File: src/rtl/led_seq_pkg.sv
// led_seq_pkg: shared FSM states, tick default and width helper
// for the status-LED blink arbiter and its prescaler.
package led_seq_pkg;

  typedef enum logic [2:0] {
    IDLE,
    ON,
    OFF,
    GAP,
    FIN
  } state_t;

  // 50 ms tick from the 48 MHz internal oscillator
  localparam int TICK_48MHZ = 2400000;

  // bits needed to hold 0..n-1 (at least one)
  function automatic int cnt_w(input int n);
    return (n > 1) ? $clog2(n) : 1;
  endfunction

endpackage

File: src/rtl/led_seq_arbiter_if.sv
// led_seq_arbiter_if: request/ack/done bundle plus LED status.
// master drives req/count_in; slave returns ack/done/busy/owner/led.
interface led_seq_arbiter_if
  import led_seq_pkg::*;
#(
  parameter int NREQ  = 4,
  parameter int CNT_W = 4
);

  localparam int OW = cnt_w(NREQ);

  logic [NREQ-1:0]       req;
  logic [NREQ*CNT_W-1:0] count_in;
  logic [NREQ-1:0]       ack;
  logic [NREQ-1:0]       done;
  logic                  busy;
  logic [OW-1:0]         owner;
  logic                  led;

  modport master (
    output req, count_in,
    input  ack, done, busy, owner, led
  );

  modport slave (
    input  req, count_in,
    output ack, done, busy, owner, led
  );

endinterface

File: src/rtl/led_seq_arbiter_tick_prescaler.sv
// tick_prescaler: divides clk by TICK_CYCLES, one-cycle tick on
// the terminal count; clr restarts the count synchronously.
module tick_prescaler
  import led_seq_pkg::*;
#(
  parameter int TICK_CYCLES = TICK_48MHZ
)(
  input  logic clk,
  input  logic reset,
  input  logic clr,
  output logic tick
);

  localparam int CW = cnt_w(TICK_CYCLES);
  localparam logic [CW-1:0] LAST = CW'(TICK_CYCLES - 1);

  logic [CW-1:0] cnt;

  assign tick = (cnt == LAST);

  always_ff @(posedge clk or posedge reset) begin
    if (reset)
      cnt <= '0;
    else if (clr || tick)
      cnt <= '0;
    else
      cnt <= cnt + 1'b1;
  end

endmodule

File: src/rtl/led_seq_arbiter.sv
// led_seq_arbiter: fixed-priority owner of the status LED; plays
// N blinks then a dark gap. Ports: clk, reset, bus (slave modport).
// Optional idle heartbeat: define LED_SEQ_HEARTBEAT_EN.
module led_seq_arbiter
  import led_seq_pkg::*;
#(
  parameter int NREQ        = 4,
  parameter int CNT_W       = 4,
  parameter int TICK_CYCLES = TICK_48MHZ,
  parameter int ON_TICKS    = 4,
  parameter int OFF_TICKS   = 4,
  parameter int GAP_TICKS   = 20,
  parameter int HB_TICKS    = 10
)(
  input  logic            clk,
  input  logic            reset,
  led_seq_arbiter_if.slave bus
);

  localparam int OW = cnt_w(NREQ);
  localparam int M1 =
    (ON_TICKS > OFF_TICKS) ? ON_TICKS : OFF_TICKS;
  localparam int M2 =
    (GAP_TICKS > HB_TICKS) ? GAP_TICKS : HB_TICKS;
  localparam int PH_MAX = (M1 > M2) ? M1 : M2;
  localparam int PH_W = cnt_w(PH_MAX);

  state_t state, nxt;

  logic             tick;
  logic             clr;
  logic [PH_W-1:0]  ph;
  logic [PH_W-1:0]  ph_lim;
  logic             ph_done;
  logic             ph_run;
  logic [CNT_W-1:0] rem;

  logic             gnt_any;
  logic [OW-1:0]    gnt_idx;
  logic [CNT_W-1:0] gnt_cnt;
  logic             grant;

  logic [NREQ-1:0]  ack_q, ack_d;
  logic [NREQ-1:0]  done_q, done_d;
  logic             busy_q, busy_d;
  logic [OW-1:0]    owner_q, owner_d;
  logic             led_q, led_d;

  // lowest index wins: scan high to low so low overwrites
  always_comb begin
    gnt_any = 1'b0;
    gnt_idx = '0;
    for (int i = NREQ - 1; i >= 0; i--) begin
      if (bus.req[i]) begin
        gnt_any = 1'b1;
        gnt_idx = OW'(i);
      end
    end
  end

  assign gnt_cnt =
    bus.count_in[gnt_idx*CNT_W +: CNT_W];
  assign grant = (state == IDLE) && gnt_any;

  // every state change restarts the phase timing
  assign clr = (nxt != state);

  tick_prescaler #(
    .TICK_CYCLES(TICK_CYCLES)
  ) u_tick (
    .clk  (clk),
    .reset(reset),
    .clr  (clr),
    .tick (tick)
  );

  always_comb begin
    ph_lim = '0;
    unique case (state)
      IDLE:    ph_lim = PH_W'(HB_TICKS - 1);
      ON:      ph_lim = PH_W'(ON_TICKS - 1);
      OFF:     ph_lim = PH_W'(OFF_TICKS - 1);
      GAP:     ph_lim = PH_W'(GAP_TICKS - 1);
      default: ph_lim = '0;
    endcase
  end

`ifdef LED_SEQ_HEARTBEAT_EN
  assign ph_run = 1'b1;
`else
  assign ph_run = (state != IDLE);
`endif

  assign ph_done = tick && ph_run && (ph == ph_lim);

  always_ff @(posedge clk or posedge reset) begin
    if (reset)
      ph <= '0;
    else if (clr || ph_done)
      ph <= '0;
    else if (tick && ph_run)
      ph <= ph + 1'b1;
  end

  always_ff @(posedge clk or posedge reset) begin
    if (reset)
      rem <= '0;
    else if (grant)
      rem <= gnt_cnt;
    else if ((state == ON) && ph_done)
      rem <= rem - 1'b1;
  end

  // state register
  always_ff @(posedge clk or posedge reset) begin
    if (reset)
      state <= IDLE;
    else
      state <= nxt;
  end

  // next state; FIN holds until its done pulse is out, so a
  // zero-count grant spends ack and done in separate cycles
  always_comb begin
    nxt = state;
    unique case (state)
      IDLE:
        if (gnt_any)
          nxt = (gnt_cnt != '0) ? ON : FIN;
      ON:
        if (ph_done)
          nxt = OFF;
      OFF:
        if (ph_done)
          nxt = (rem != '0) ? ON : GAP;
      GAP:
        if (ph_done)
          nxt = FIN;
      FIN:
        if (done_q != '0)
          nxt = IDLE;
      default:
        nxt = IDLE;
    endcase
  end

  // output decode, registered below
  always_comb begin
    ack_d   = '0;
    done_d  = '0;
    busy_d  = (nxt != IDLE);
    owner_d = owner_q;
    led_d   = (nxt == ON);
    if (grant) begin
      ack_d[gnt_idx] = 1'b1;
      owner_d        = gnt_idx;
    end
    if ((nxt == FIN) && (state != IDLE))
      done_d[owner_q] = 1'b1;
`ifdef LED_SEQ_HEARTBEAT_EN
    if ((nxt == IDLE) && (state == IDLE))
      led_d = ph_done ? ~led_q : led_q;
`endif
  end

  always_ff @(posedge clk or posedge reset) begin
    if (reset) begin
      ack_q   <= '0;
      done_q  <= '0;
      busy_q  <= 1'b0;
      owner_q <= '0;
      led_q   <= 1'b0;
    end else begin
      ack_q   <= ack_d;
      done_q  <= done_d;
      busy_q  <= busy_d;
      owner_q <= owner_d;
      led_q   <= led_d;
    end
  end

  assign bus.ack   = ack_q;
  assign bus.done  = done_q;
  assign bus.busy  = busy_q;
  assign bus.owner = owner_q;
  assign bus.led   = led_q;

endmodule

File: src/flat_wrapper.sv
// flat-port wrapper written by rule: the top's interface ports become plain ports
module led_seq_arbiter_flat import led_seq_pkg::*;
#(
  parameter int NREQ        = 4,
  parameter int CNT_W       = 4,
  parameter int TICK_CYCLES = TICK_48MHZ,
  parameter int ON_TICKS    = 4,
  parameter int OFF_TICKS   = 4,
  parameter int GAP_TICKS   = 20,
  parameter int HB_TICKS    = 10
)
  (clk, reset, bus_req, bus_count_in, bus_ack, bus_done, bus_busy, bus_owner, bus_led);
  led_seq_arbiter_if #(.NREQ(NREQ), .CNT_W(CNT_W)) bus_i ();
  input  logic clk;
  input  logic reset;
  input wire logic [$bits(bus_i.req)-1:0] bus_req;
  input wire logic [$bits(bus_i.count_in)-1:0] bus_count_in;
  output wire logic [$bits(bus_i.ack)-1:0] bus_ack;
  output wire logic [$bits(bus_i.done)-1:0] bus_done;
  output wire logic [$bits(bus_i.busy)-1:0] bus_busy;
  output wire logic [$bits(bus_i.owner)-1:0] bus_owner;
  output wire logic [$bits(bus_i.led)-1:0] bus_led;
  assign bus_i.req = bus_req;
  assign bus_i.count_in = bus_count_in;
  assign bus_ack = bus_i.ack;
  assign bus_done = bus_i.done;
  assign bus_busy = bus_i.busy;
  assign bus_owner = bus_i.owner;
  assign bus_led = bus_i.led;
  led_seq_arbiter #(.NREQ(NREQ), .CNT_W(CNT_W), .TICK_CYCLES(TICK_CYCLES), .ON_TICKS(ON_TICKS), .OFF_TICKS(OFF_TICKS), .GAP_TICKS(GAP_TICKS), .HB_TICKS(HB_TICKS)) u_core (.clk(clk), .reset(reset), .bus(bus_i));
endmodule
File: config.mk
export PLATFORM = sky130hd
export DESIGN_NAME = led_seq_arbiter_flat
export DESIGN_NICKNAME = d
export VERILOG_FILES = /design/src/rtl/led_seq_pkg.sv /design/src/rtl/led_seq_arbiter_if.sv /design/src/rtl/led_seq_arbiter_tick_prescaler.sv /design/src/rtl/led_seq_arbiter.sv /design/src/flat_wrapper.sv
export SDC_FILE = /design/constraint.sdc
export NUM_CORES = 1
export LEC_CHECK = 0
export BUFFER_PORTS_ARGS = -buffer_cell sky130_fd_sc_hd__buf_2
export CAP_MARGIN = 20
export CORE_UTILIZATION = 58
export DETAILED_ROUTE_END_ITERATION = 10
export GPL_TIMING_DRIVEN = 0
export PLACE_DENSITY = 0.8
export SYNTH_ARGS = -nofsm -noshare
export SYNTH_HDL_FRONTEND = slang
export SYNTH_HIERARCHICAL = 1
export SYNTH_SLANG_ARGS = --single-unit
export TNS_END_PERCENT = 50
File: constraint.sdc
create_clock -name clk -period 3.6 [get_ports clk]
set_input_delay 0.36 -clock clk [delete_from_list [all_inputs] [get_ports clk]]
set_output_delay 0.36 -clock clk [all_outputs]
set_load 0.05 [all_outputs]
==> results of run 1 <==
area by class of cell:
type	count	share of cell area (%)
multi-input combinational	208	47.3
sequential	46	38.4
timing repair buffer	32	5.34
clock buffer	5	2.30
buffer	11	2.25
tap	52	2.17
inverter	11	1.38
clock inverter	3	0.793
final timing paths:
check,to,slack [ps]
worst max-delay path,u_core/u_tick/cnt[3],490
worst min-delay path,u_core/u_tick/cnt[11],230
worst max register to register,u_core/u_tick/cnt[3],490
worst min register to register,u_core/u_tick/cnt[0],490
max in group asynchronous,u_core/state[2],2780
min in group clk,u_core/rem[2],360
sequential cells by signal, summed over array words and instances, names as in the netlist:
signal and flops:
u_core/bus.ack 4, u_core/bus.busy 1, u_core/bus.done 4, u_core/bus.led 1, u_core/bus.owner 2, u_core/ph 5, u_core/rem 4, u_core/state 3
u_core/u_tick/cnt 22
cells in the mapped netlist (all sizes together) (6+ instances only):
master / count
o21ai: 14
a211oi: 6
nor2: 17
xor2: 14
or3: 9
a21oi: 20
dfrtp: 46
inv: 11
nand4: 14
nor3: 15
nor2b: 8
buf: 8
nand2: 23
nand3: 8
routing by layer:
metal | wire length, um | vias up
li1 | - | 1084
met1 | 2650 | 1109
met2 | 2620 | 39
met3 | 154 | 4
met4 | 40 | 0
met5 | 0 | -
kinds of logic after synthesis:
| kind of cell | synth area share [%] |
|---|---|
| mux | 0.887 |
| flops | 43.0 |
| fa+ha+maj | 1.87 |
| xor+xnor | 6.21 |
| compound gates | 15.5 |
| simple gates | 28.5 |
| buf+inv | 4.06 |
critical path: stages, from the launching register on:
cell	delay, ps
dfrtp_1	390
ha_1	220
and4_1	300
nand2_1	150
nor3_1	240
nor2b_1	310
nand4_2	190
nor4_4	390
a211oi_2	80
nand3_1	140
or2_1	140
inv_1	60
o31ai_2	90
buf_4	240
nor2_1	70
power breakdown:
| part | internal [mW] | leakage, nW | switching (mW) |
|---|---|---|---|
| combinational | 0.244 | 0.666 | 0.473 |
| sequential | 0.593 | 0.615 | 0.0572 |
| clock | 0.139 | 0.0408 | 0.187 |
==> reports/metrics.yaml, run 1 <==
status:
  status: "complete, no violations"
global_route:
  grt_max_degree: 25
  antenna_found_initial: 0
  grt_pass1_wl_um: 9870
  met2_usage_pct: 40.0
  grt_most_used_layer: "met2"
  grt_overflow: 0
  grt_pass1_vias: 2187
  grtUsageMet3_pct: 3.90
  grt_use_met1_pct: 35.0
  grt_use_total_pct: 24.8
timing:
  period_needed_ps: 3110
  setup_ws_ps: 488
  hold-worst-slack_ps: 225
  finalSetupTns_ps: 0
  rsz0062_at_grt: "false"
  finalSetupViolCount: 0
  fmax_ghz: 0.321
  tightest_slew_ps: 910
  fin_crit_sh_pct: 86.5
  maxSlewHeadroom_pct: 39.3
  slew_viol_final: 0
  skew_ps: 7.53
  finalHoldViolCount: 0
power:
  power.density_mw_per_mm2: 565
  power_mw: 1.69
  ir_drop_mv: 0.448
  leakagePower_nw: 1.32
cts:
  cts_setup_buffers: 0
  clock-root-buffer: "clkbuf_8"
  cts_buffers: 5
  hold_buffers: 0
  cts_tree: "built"
  cts_sinks: 46
  h-tree-depth: 2
  cts_buffer_depth: 2
  clk_pin_slew_ps: 90
  clkLatencyLatePin_ps: 300
  ctsResizeCount: 0
floorplanning:
  die_area_mm2: 0.00489
  initial_utilization_pct: 61.1
  ios: 34
  rows: 24
  die_height_um: 70.0
  die_w_um: 70.0
  core_area_mm2: 0.00438
place:
  hpwl_um: 4050
  dp.cells: 360
  dp_slack_ps: 552
  portBuffers: 32
  dpl_cell_area_mm2: 0.00290
  place.gp.congestion: 0.830
flow_run:
  max-cap-violations: 0
worst_setup_path:
  crit_fanout: 10
  cp_data_arrival_time_ps: 3310
  rr_worst_depth: 14
  worstSetupPathType: "reg -> reg"
  crit_start: "u_core/u_tick/cnt[0]"
  worstReg2RegStart: "u_core/u_tick/cnt[0]"
  worstPathRequired_ps: 3790
  worstSetupStartpointType: "flop"
  end_kind: "flop"
drt:
  dr.pass1.iters: 5
  routedWlPerCell_um: 14.8
  viasPerCell: 6.08
  drc_errors: 0
  drt-total-wl_um: 5460
  detail-route-antenna-nets: 0
  num_vias: 2236
  drtIter0Drc: 164
finish:
  area_growth_pct: 11.9
  regArea_mm2: 0.00115
  multiInputGateArea_mm2: 0.00142
  nets: 341
  finalInstanceArea_mm2: 0.00300
  layout.cells.non_filler: 368
  n_antenna_cell: 0
  drive_gt1_share_pct: 22.8
  layout_commonest_cell: "dfrtp_1"
  fin_util_pct: 68.4
  fillCellCount: 342
  mostFrequentLayoutCells: "dfrtp_1 (46), buf_2 (34), nand2_1 (21)"
yosys:
  syn-num-nets: 302
  synthArstFlopShare_pct: 100
  synth_edf_count: 0
  yosys.area.top_type: "dfrtp_1"
  yosysWarnings: 6
  synth_top_cell_area_share_pct: 43.0
  yosys.cell_types.count: 55
  ys_seq_area_share_pct: 43.0
  ys.flop_type: "dfrtp_1"
  netlist_instances: 276
  synthesis.area_mm2: 0.00268
  yosys-top-cells-area: "dfrtp_1 (43%), xor2_1 (4.6%), a21oi_1 (3.4%), nand2_1 (2.9%), nand4_1 (2.6%)"
  synth_seq_cells: 46
  synth.avg_cell_area_um2: 9.71
hold_path:
  min_path_type: "in -> async"
No activity file was read; power rests on OpenSTA's default activity.
==> run 2, diff against run 1 <==
- ABC_AREA: default -> 1
- HOLD_SLACK_MARGIN: default -> 0.1
==> run 2 against run 1 <==
  * The flow now finishes with violations (DRC)
  * Die area rose by 1.9%
  * Non-clock buffer count shrank 6
  * Power up 0.52%
  * Sequential share of layout area shrank 0.97 points
  * Maximum frequency up 13%
  * Synthesized cell count is 38% higher
  * Clock-buffer cell count is the same
  * Critical path type unchanged
  * Critical endpoint is now u_core/u_tick/cnt[14]
  * Largest cell class unchanged
  * Highest routed layer unchanged
==> reports/metrics.yaml, run 2 <==
drt:
  viasPerCell: 5.01  # was 6.08
  drtIter0Drc: 117  # was 164
  detail-route-antenna-nets: 0  # unchanged
  num_vias: 2375  # was 2236
  dr.pass1.iters: 7  # was 5
  drc_errors: 2  # was 0
  routedWlPerCell_um: 11.1  # was 14.8 um
  drt-total-wl_um: 5260  # was 5460 um
cts:
  hold_buffers: 0  # unchanged
  cts_buffers: 5  # unchanged
  cts_sinks: 46  # unchanged
  clkLatencyLatePin_ps: 300  # about the same
  cts_tree: "built"  # unchanged
  h-tree-depth: 2  # unchanged
  ctsResizeCount: 0  # unchanged
  cts_setup_buffers: 0  # unchanged
  clk_pin_slew_ps: 80  # was 90 ps
  cts_buffer_depth: 2  # unchanged
  clock-root-buffer: "clkbuf_8"  # unchanged
floorplanning:
  rows: 24  # unchanged
  core_area_mm2: 0.00444  # was 0.00438 mm^2
  die_area_mm2: 0.00499  # was 0.00489 mm^2
  initial_utilization_pct: 61.4  # was 61.1%
  die_height_um: 70.6  # was 70.0 um
  ios: 34  # unchanged
  die_w_um: 70.6  # was 70.0 um
yosys:
  synth.top_cells.by_count: "nand2_1 (102), nor2_1 (71), inv_1 (48)"  # was dfrtp_1 (46), nand2_1 (21), a21oi_1 (18)
  ys_seq_area_share_pct: 42.2  # was 43.0%
  yosys.cell_count.top_type: "nand2_1"  # was dfrtp_1
  synth.avg_cell_area_um2: 7.17  # was 9.71 um^2
  netlist_instances: 381  # was 276
  synthesis.area_mm2: 0.00273  # was 0.00268 mm^2
  ys.flop_type: "dfrtp_1"  # unchanged
  yosysWarnings: 6  # unchanged
  synth_seq_cells: 46  # unchanged
  yosys-top-cells-area: "dfrtp_1 (42%), nand2_1 (14%), nor2_1 (9.8%), inv_1 (6.6%), nand3_1 (6.0%)"  # was dfrtp_1 (43%), xor2_1 (4.6%), a21oi_1 (3.4%), nand2_1 (2.9%), nand4_1 (2.6%)
  yosys.area.top_type: "dfrtp_1"  # unchanged
  yosys.cell_types.count: 27  # was 55
  synth_top_cell_area_share_pct: 42.2  # was 43.0%
  synthArstFlopShare_pct: 100  # unchanged
  syn-num-nets: 407  # was 302
  synth_edf_count: 0  # unchanged
place:
  dp.cells: 466  # was 360
  place.gp.congestion: 0.936  # was 0.830
  portBuffers: 33  # was 32
  hpwl_um: 4060  # was 4050 um
timing:
  rsz0062_at_grt: "false"  # unchanged
  fmax_ghz: 0.362  # was 0.321 GHz
  hold-worst-slack_ps: 214  # was 225 ps
  period_needed_ps: 2760  # was 3110 ps
  finalHoldViolCount: 0  # unchanged
  finalSetupTns_ps: 0  # unchanged
  tightest_slew_ps: 927  # was 910 ps
  slew_viol_final: 0  # unchanged
  skew_ps: 2.49  # was 7.53 ps
  fin_crit_sh_pct: 76.6  # was 86.5%
  maxSlewHeadroom_pct: 38.1  # was 39.3%
  finalSetupViolCount: 0  # unchanged
global_route:
  antenna_found_initial: 0  # unchanged
  grt_pass1_wl_um: 9470  # was 9870 um
  grt_use_total_pct: 24.2  # was 24.8%
  grt_max_degree: 25  # unchanged
  grt_pass1_vias: 2210  # was 2187
  grt_overflow: 0  # unchanged
power:
  leakagePower_nw: 1.58  # was 1.32 nW
  ir_drop_mv: 0.331  # was 0.448 mV
  power.density_mw_per_mm2: 553  # was 565 mW/mm^2
finish:
  nets: 447  # was 341
  n_antenna_cell: 0  # unchanged
  layout.cells.non_filler: 474  # was 368
  largest_reg_flops: 22  # unchanged
  reg_top3: "u_core/u_tick/cnt (22), u_core/ph (5)"  # unchanged
  area_growth_pct: 12.6  # was 11.9%
  layout_commonest_cell: "nand2_1"  # was dfrtp_1
  mostFrequentLayoutCells: "nand2_1 (102), nor2_1 (71), inv_1 (48)"  # was dfrtp_1 (46), buf_2 (34), nand2_1 (21)
  largest_register: "u_core/u_tick/cnt"  # unchanged
  drive_gt1_share_pct: 16.4  # was 22.8%
worst_setup_path:
  worstSetupPathType: "reg -> reg"  # unchanged
  crit_fanout: 10  # unchanged
  worstPathRequired_ps: 3790  # about the same
  cp_data_arrival_time_ps: 2950  # was 3310 ps
  end_kind: "flop"  # unchanged
  worstSetupStartpointType: "flop"  # unchanged
status:
  violations: "DRC"
  status: "finished with violations"  # was complete, no violations
flow_run:
  max-cap-violations: 0  # unchanged
hold_path:
  min_path_type: "in -> async"  # unchanged
-- run 2: changes by cell type in the layout (fill, tap and decap cells not counted), sizes merged, moves of 6 or more --
cell	change
nand2	+86
nor2	+61
inv	+43
nand3	+28
a21oi	-19
nand4	-10
or3	-9
nor2b	-8
nor3	-8
xnor2	+7
a211oi	-6
-- run 2: cell families (layout without fill, tap and decap cells) --
group	count (synthesis)	count (layout)	share of synthesized area, %
and+or+nand+nor	238	238	37.9
AOI/OAI and AO/OA	13	13	2.66
adders and majority gates	4	4	1.83
xor gates and xnor gates	21	21	6.74
buffers and inverters	59	100	8.71
DFF	46	46	42.2
-- run 2: per-stage QoR --
step | power (mW) | area, um^2 | util [%] | setup WS [ps]
2_1_floorplan | 1.18 | 2730 | - | 1220
3_3_place_gp | 1.32 | 2960 | 66.6 | 883
3_5_place_dp | 1.33 | 2960 | 66.6 | 855
4_1_cts | 1.72 | 3070 | 69.2 | 817
5_1_grt | 1.83 | 3070 | 69.2 | 559
6_report | 1.70 | 3070 | 69.2 | 841
-- run 2: area by class of cell --
type / count / area (um^2)
plain buffers: 4 / 31.3
clock inverters: 3 / 45.0
clock buffers: 5 / 68.8
inverters: 55 / 206
repair buffers: 33 / 165
flip-flops and latches: 46 / 1150
fillers: 378 / 1370
well taps: 52 / 65.1
multi-input cells: 276 / 1340
-- run 2: critical path: stages, from the launching register on --
cell	delay, ps
dfrtp_1	420
ha_1	300
inv_2	90
nor2_4	130
nand2_2	110
inv_2	90
nand3_2	100
inv_1	100
nand2_4	70
inv_2	60
nand2_1	50
nor2_2	140
nand2_1	110
o21ai_0	250
nand2_1	80
nand2_1	80
nor2_2	50
nand2_1	50
inv_1	50
nand2_2	110
buf_6	150
nor2_1	60
-- run 2: worst paths after layout --
path                                       from                    end  slack (ps)  cells past startpoint
max                        u_core/u_tick/cnt[0]  u_core/u_tick/cnt[14]         840                     21
min                                       reset   u_core/u_tick/cnt[1]         210                      2
max reg2reg                u_core/u_tick/cnt[0]  u_core/u_tick/cnt[14]         840                     21
min reg2reg                u_core/u_tick/cnt[0]   u_core/u_tick/cnt[0]         510                      1
max in group asynchronous                 reset     u_core/bus.done[0]        2770                      2
min in group clk                     bus_req[3]      u_core/bus.ack[3]         370                      3
-- run 2: layer usage --
layer	wire, um	part of all wire, %	track usage (%)	vias up
met3	289	5.5	6.27	4
met5	0	0	0	-
met1	2640	50	32.9	1051
li1	-	-	-	1249
met4	59	1.1	7.11	0
met2	2260	43	38.6	71
-- run 2: report_power, final --
| group | total, mW | internal [mW] | switching (mW) |
|---|---|---|---|
| sequential | 0.653 | 0.588 | 0.0651 |
| clock | 0.384 | 0.206 | 0.178 |
| combinational | 0.664 | 0.213 | 0.451 |
| total | 1.70 | 1.01 | 0.694 |
==> run 3, diff against run 2 <==
- ABC_AREA: 1 -> 0
- CORE_UTILIZATION: 58 -> 52
- PLACE_DENSITY: 0.8 -> 0.76
- clock period: 3.6 -> 2.39 ns (I/O delays scaled with it)
==> run 3 against run 2 <==
  * The flow finishes with violations (setup timing)
  * Sequential share of layout area decreased by 2.4 points
  * First-iteration DRC count decreased by 5.1%
  * Global-route usage decreased by 0.61 points
  * Design area increased by 7.0%
  * Largest cell class unchanged
  * Largest power group unchanged
==> reports/metrics.yaml, run 3 (same netlist as run 1, synthesis figures left out) <==
status:
  status: "finished with violations"  # unchanged
  violations: "setup timing"  # was DRC
timing:
  hold-worst-slack_ps: 119  # was 214 ps
  maxSlewHeadroom_pct: 40.6  # was 38.1%
  fmax_ghz: 0.400  # was 0.362 GHz
  finalSetupViolCount: 21  # was 0
  skew_ps: 13.5  # was 2.49 ps
  tightest_slew_ps: 889  # was 927 ps
  finalSetupTns_ps: -1960  # was 0 ps
  finalHoldViolCount: 0  # unchanged
  setup_ws_ps: -109  # was 841 ps
  period_needed_ps: 2500  # was 2760 ps
  fin_crit_sh_pct: 105  # was 76.6%
  rsz0062_at_grt: "true"  # was false
  slew_viol_final: 0  # unchanged
worst_setup_path:
  regToRegSetupSlack_ps: -110  # was 840 ps
  crit_chain: "and3_4 -> nand4b_1 -> nor3_4 -> nor2b_4 -> nand4_1 -> nor2_1 -> a21oi_2 -> o21ai_4 -> or2_4 -> inv_2 -> o31ai_4 -> buf_6 -> nor2_1"  # was ha_1 -> inv_2 -> nor2_4 -> nand2_2 -> inv_2 -> nand3_2 -> inv_1 -> nand2_4 -> inv_2 -> nand2_1 -> nor2_2 -> nand2_1 -> o21ai_0 -> nand2_1 -> nand2_1 -> nor2_2 -> nand2_1 -> inv_1 -> nand2_2 -> buf_6 -> nor2_1
  cp_data_arrival_time_ps: 2690  # was 2950 ps
  max_stage_delay_ps: 420  # about the same
  crit_slowest_cell: "dfrtp_1"  # unchanged
  end_kind: "flop"  # unchanged
  worstSetupStartpointType: "flop"  # unchanged
  rr_worst_depth: 13  # was 21
  timing.rr.end: "u_core/u_tick/cnt[10]"  # was u_core/u_tick/cnt[14]
  cpMostUsedCell: "nor2_1"  # was nand2_1
  worstPathRequired_ps: 2580  # was 3790 ps
  worstSetupPathType: "reg -> reg"  # unchanged
  crit_fanout: 5  # was 10
  worstReg2RegStart: "u_core/u_tick/cnt[9]"  # was u_core/u_tick/cnt[0]
  crit_start: "u_core/u_tick/cnt[9]"  # was u_core/u_tick/cnt[0]
global_route:
  met2_usage_pct: 34.9  # was 38.6%
  antenna_found_initial: 0  # unchanged
  grt_max_degree: 25  # unchanged
  grt_overflow: 0  # unchanged
  grt_use_met1_pct: 35.5  # was 32.9%
  grtUsageMet3_pct: 2.88  # was 6.27%
  grt_pass1_wl_um: 9710  # was 9470 um
  grt_most_used_layer: "met1"  # was met2
  grt_pass1_vias: 2108  # was 2210
  grt_use_total_pct: 23.6  # was 24.2%
place:
  place.gp.congestion: 0.846  # was 0.936
  dp.cells: 375  # was 466
  dp_slack_ps: -336  # was 855 ps
  portBuffers: 32  # was 33
  hpwl_um: 3950  # was 4060 um
finish:
  regArea_mm2: 0.00115  # about the same
  nets: 358  # was 447
  area_growth_pct: 22.8  # was 12.6%
  drive_gt1_share_pct: 33.6  # was 16.4%
  reg_top3: "u_core/u_tick/cnt (22), u_core/ph (5)"  # unchanged
  multiInputGateArea_mm2: 0.00153  # was 0.00134 mm^2
  mostFrequentLayoutCells: "dfrtp_1 (45), buf_2 (34), nand2_1 (20)"  # was nand2_1 (102), nor2_1 (71), inv_1 (48)
  largest_register: "u_core/u_tick/cnt"  # unchanged
  n_antenna_cell: 0  # unchanged
  fillCellCount: 375  # was 378
  largest_reg_flops: 22  # unchanged
  layout_commonest_cell: "dfrtp_1"  # was nand2_1
  layout.cells.non_filler: 400  # was 474
power:
  sw_frac_of_total_pct: 39.7  # was 40.8%
  ir_drop_mv: 0.615  # was 0.331 mV
  power_mw: 2.93  # was 1.70 mW
  leakagePower_nw: 1.44  # was 1.58 nW
  internal-power_mw: 1.77  # was 1.01 mW
  power.density_mw_per_mm2: 890  # was 553 mW/mm^2
  net-switching-power_mw: 1.16  # was 694 uW
  clkPwrFrac_pct: 19.5  # was 22.6%
  combPwrFrac_pct: 47.1  # was 39.1%
  seq_power_share_pct: 33.4  # was 38.4%
drt:
  num_vias: 2281  # was 2375
  drt-total-wl_um: 5860  # was 5260 um
  drtIter0Drc: 111  # was 117
  dr.pass1.iters: 4  # was 7
  routedWlPerCell_um: 14.7  # was 11.1 um
  drc_errors: 0  # was 2
  detail-route-antenna-nets: 0  # unchanged
  viasPerCell: 5.70  # was 5.01
cts:
  clock-root-buffer: "clkbuf_8"  # unchanged
  h-tree-depth: 2  # unchanged
  cts_tree: "built"  # unchanged
  cts_buffers: 5  # unchanged
  clkLatencyLatePin_ps: 300  # about the same
  clk_pin_slew_ps: 90  # was 80 ps
  cts_buffer_depth: 2  # unchanged
  cts_sinks: 46  # unchanged
  hold_buffers: 0  # unchanged
floorplanning:
  initial_utilization_pct: 55.3  # was 61.4%
  ios: 34  # unchanged
  die_area_mm2: 0.00544  # was 0.00499 mm^2
  die_w_um: 73.8  # was 70.6 um
  die_height_um: 73.8  # was 70.6 um
  core_area_mm2: 0.00485  # was 0.00444 mm^2
  rows: 25  # was 24
flow_run:
  max-cap-violations: 0  # unchanged
hold_path:
  min_path_type: "in -> async"  # unchanged
==> run 3: routing by layer <==
layer / wire length, um / up-vias
met5: 0 / -
met4: 87 / 0
met3: 244 / 5
met2: 2700 / 68
met1: 2830 / 1092
li1: - / 1116
==> run 3: critical path, delay by kind of cell, from the launching register on <==
family,cells,cell delay [ps]
flip-flops,1,420
AO/OA/AOI/OAI,3,370
AND/OR/NAND/NOR,8,1380
buffers and inverters,2,230
==> run 3: timing repair <==
item                       CTS  global route
gates cloned                 2             0
setup buffers               12             3
setup endpoints to repair   23            37
pin swaps                   16             5
resized for setup           17            16
==> run 3: worst max path at each step <==
stage	end	slack (ps)	depth (start not counted)
4_1_cts	u_core/u_tick/cnt[10]	-100	13
5_1_grt	u_core/u_tick/cnt[13]	-270	14
6_report	u_core/u_tick/cnt[10]	-110	13
3_3_place_gp	u_core/u_tick/cnt[3]	-330	13
3_5_place_dp	u_core/u_tick/cnt[3]	-340	14
2_1_floorplan	u_core/u_tick/cnt[14]	10	14
==> run 3: power by group through the flow <==
stage	combinational [mW]	sequential (mW)	clock, mW
2_1_floorplan	0.675	1.15	0
3_3_place_gp	1.05	0.988	0
3_5_place_dp	1.07	0.991	0
4_1_cts	1.28	0.973	0.581
5_1_grt	1.48	0.990	0.605
6_report	1.38	0.979	0.570
==> run 3: stage by stage <==
step,area (um^2),utilization [%]
final,3290,67.8
after global routing,3290,67.8
after detailed placement,2950,60.9
after global placement,2950,60.9
after floorplan,2710,-
after CTS,3210,66.2
==> run 3: final cells by class <==
| cell class | instances | area share, % |
|---|---|---|
| inverter | 11 | 1.26 |
| clock inverter | 2 | 1.14 |
| buffer | 11 | 2.28 |
| tap | 67 | 2.55 |
| sequential | 46 | 35.0 |
| timing repair buffer | 49 | 9.09 |
| clock buffer | 6 | 2.21 |
| multi-input combinational | 208 | 46.4 |
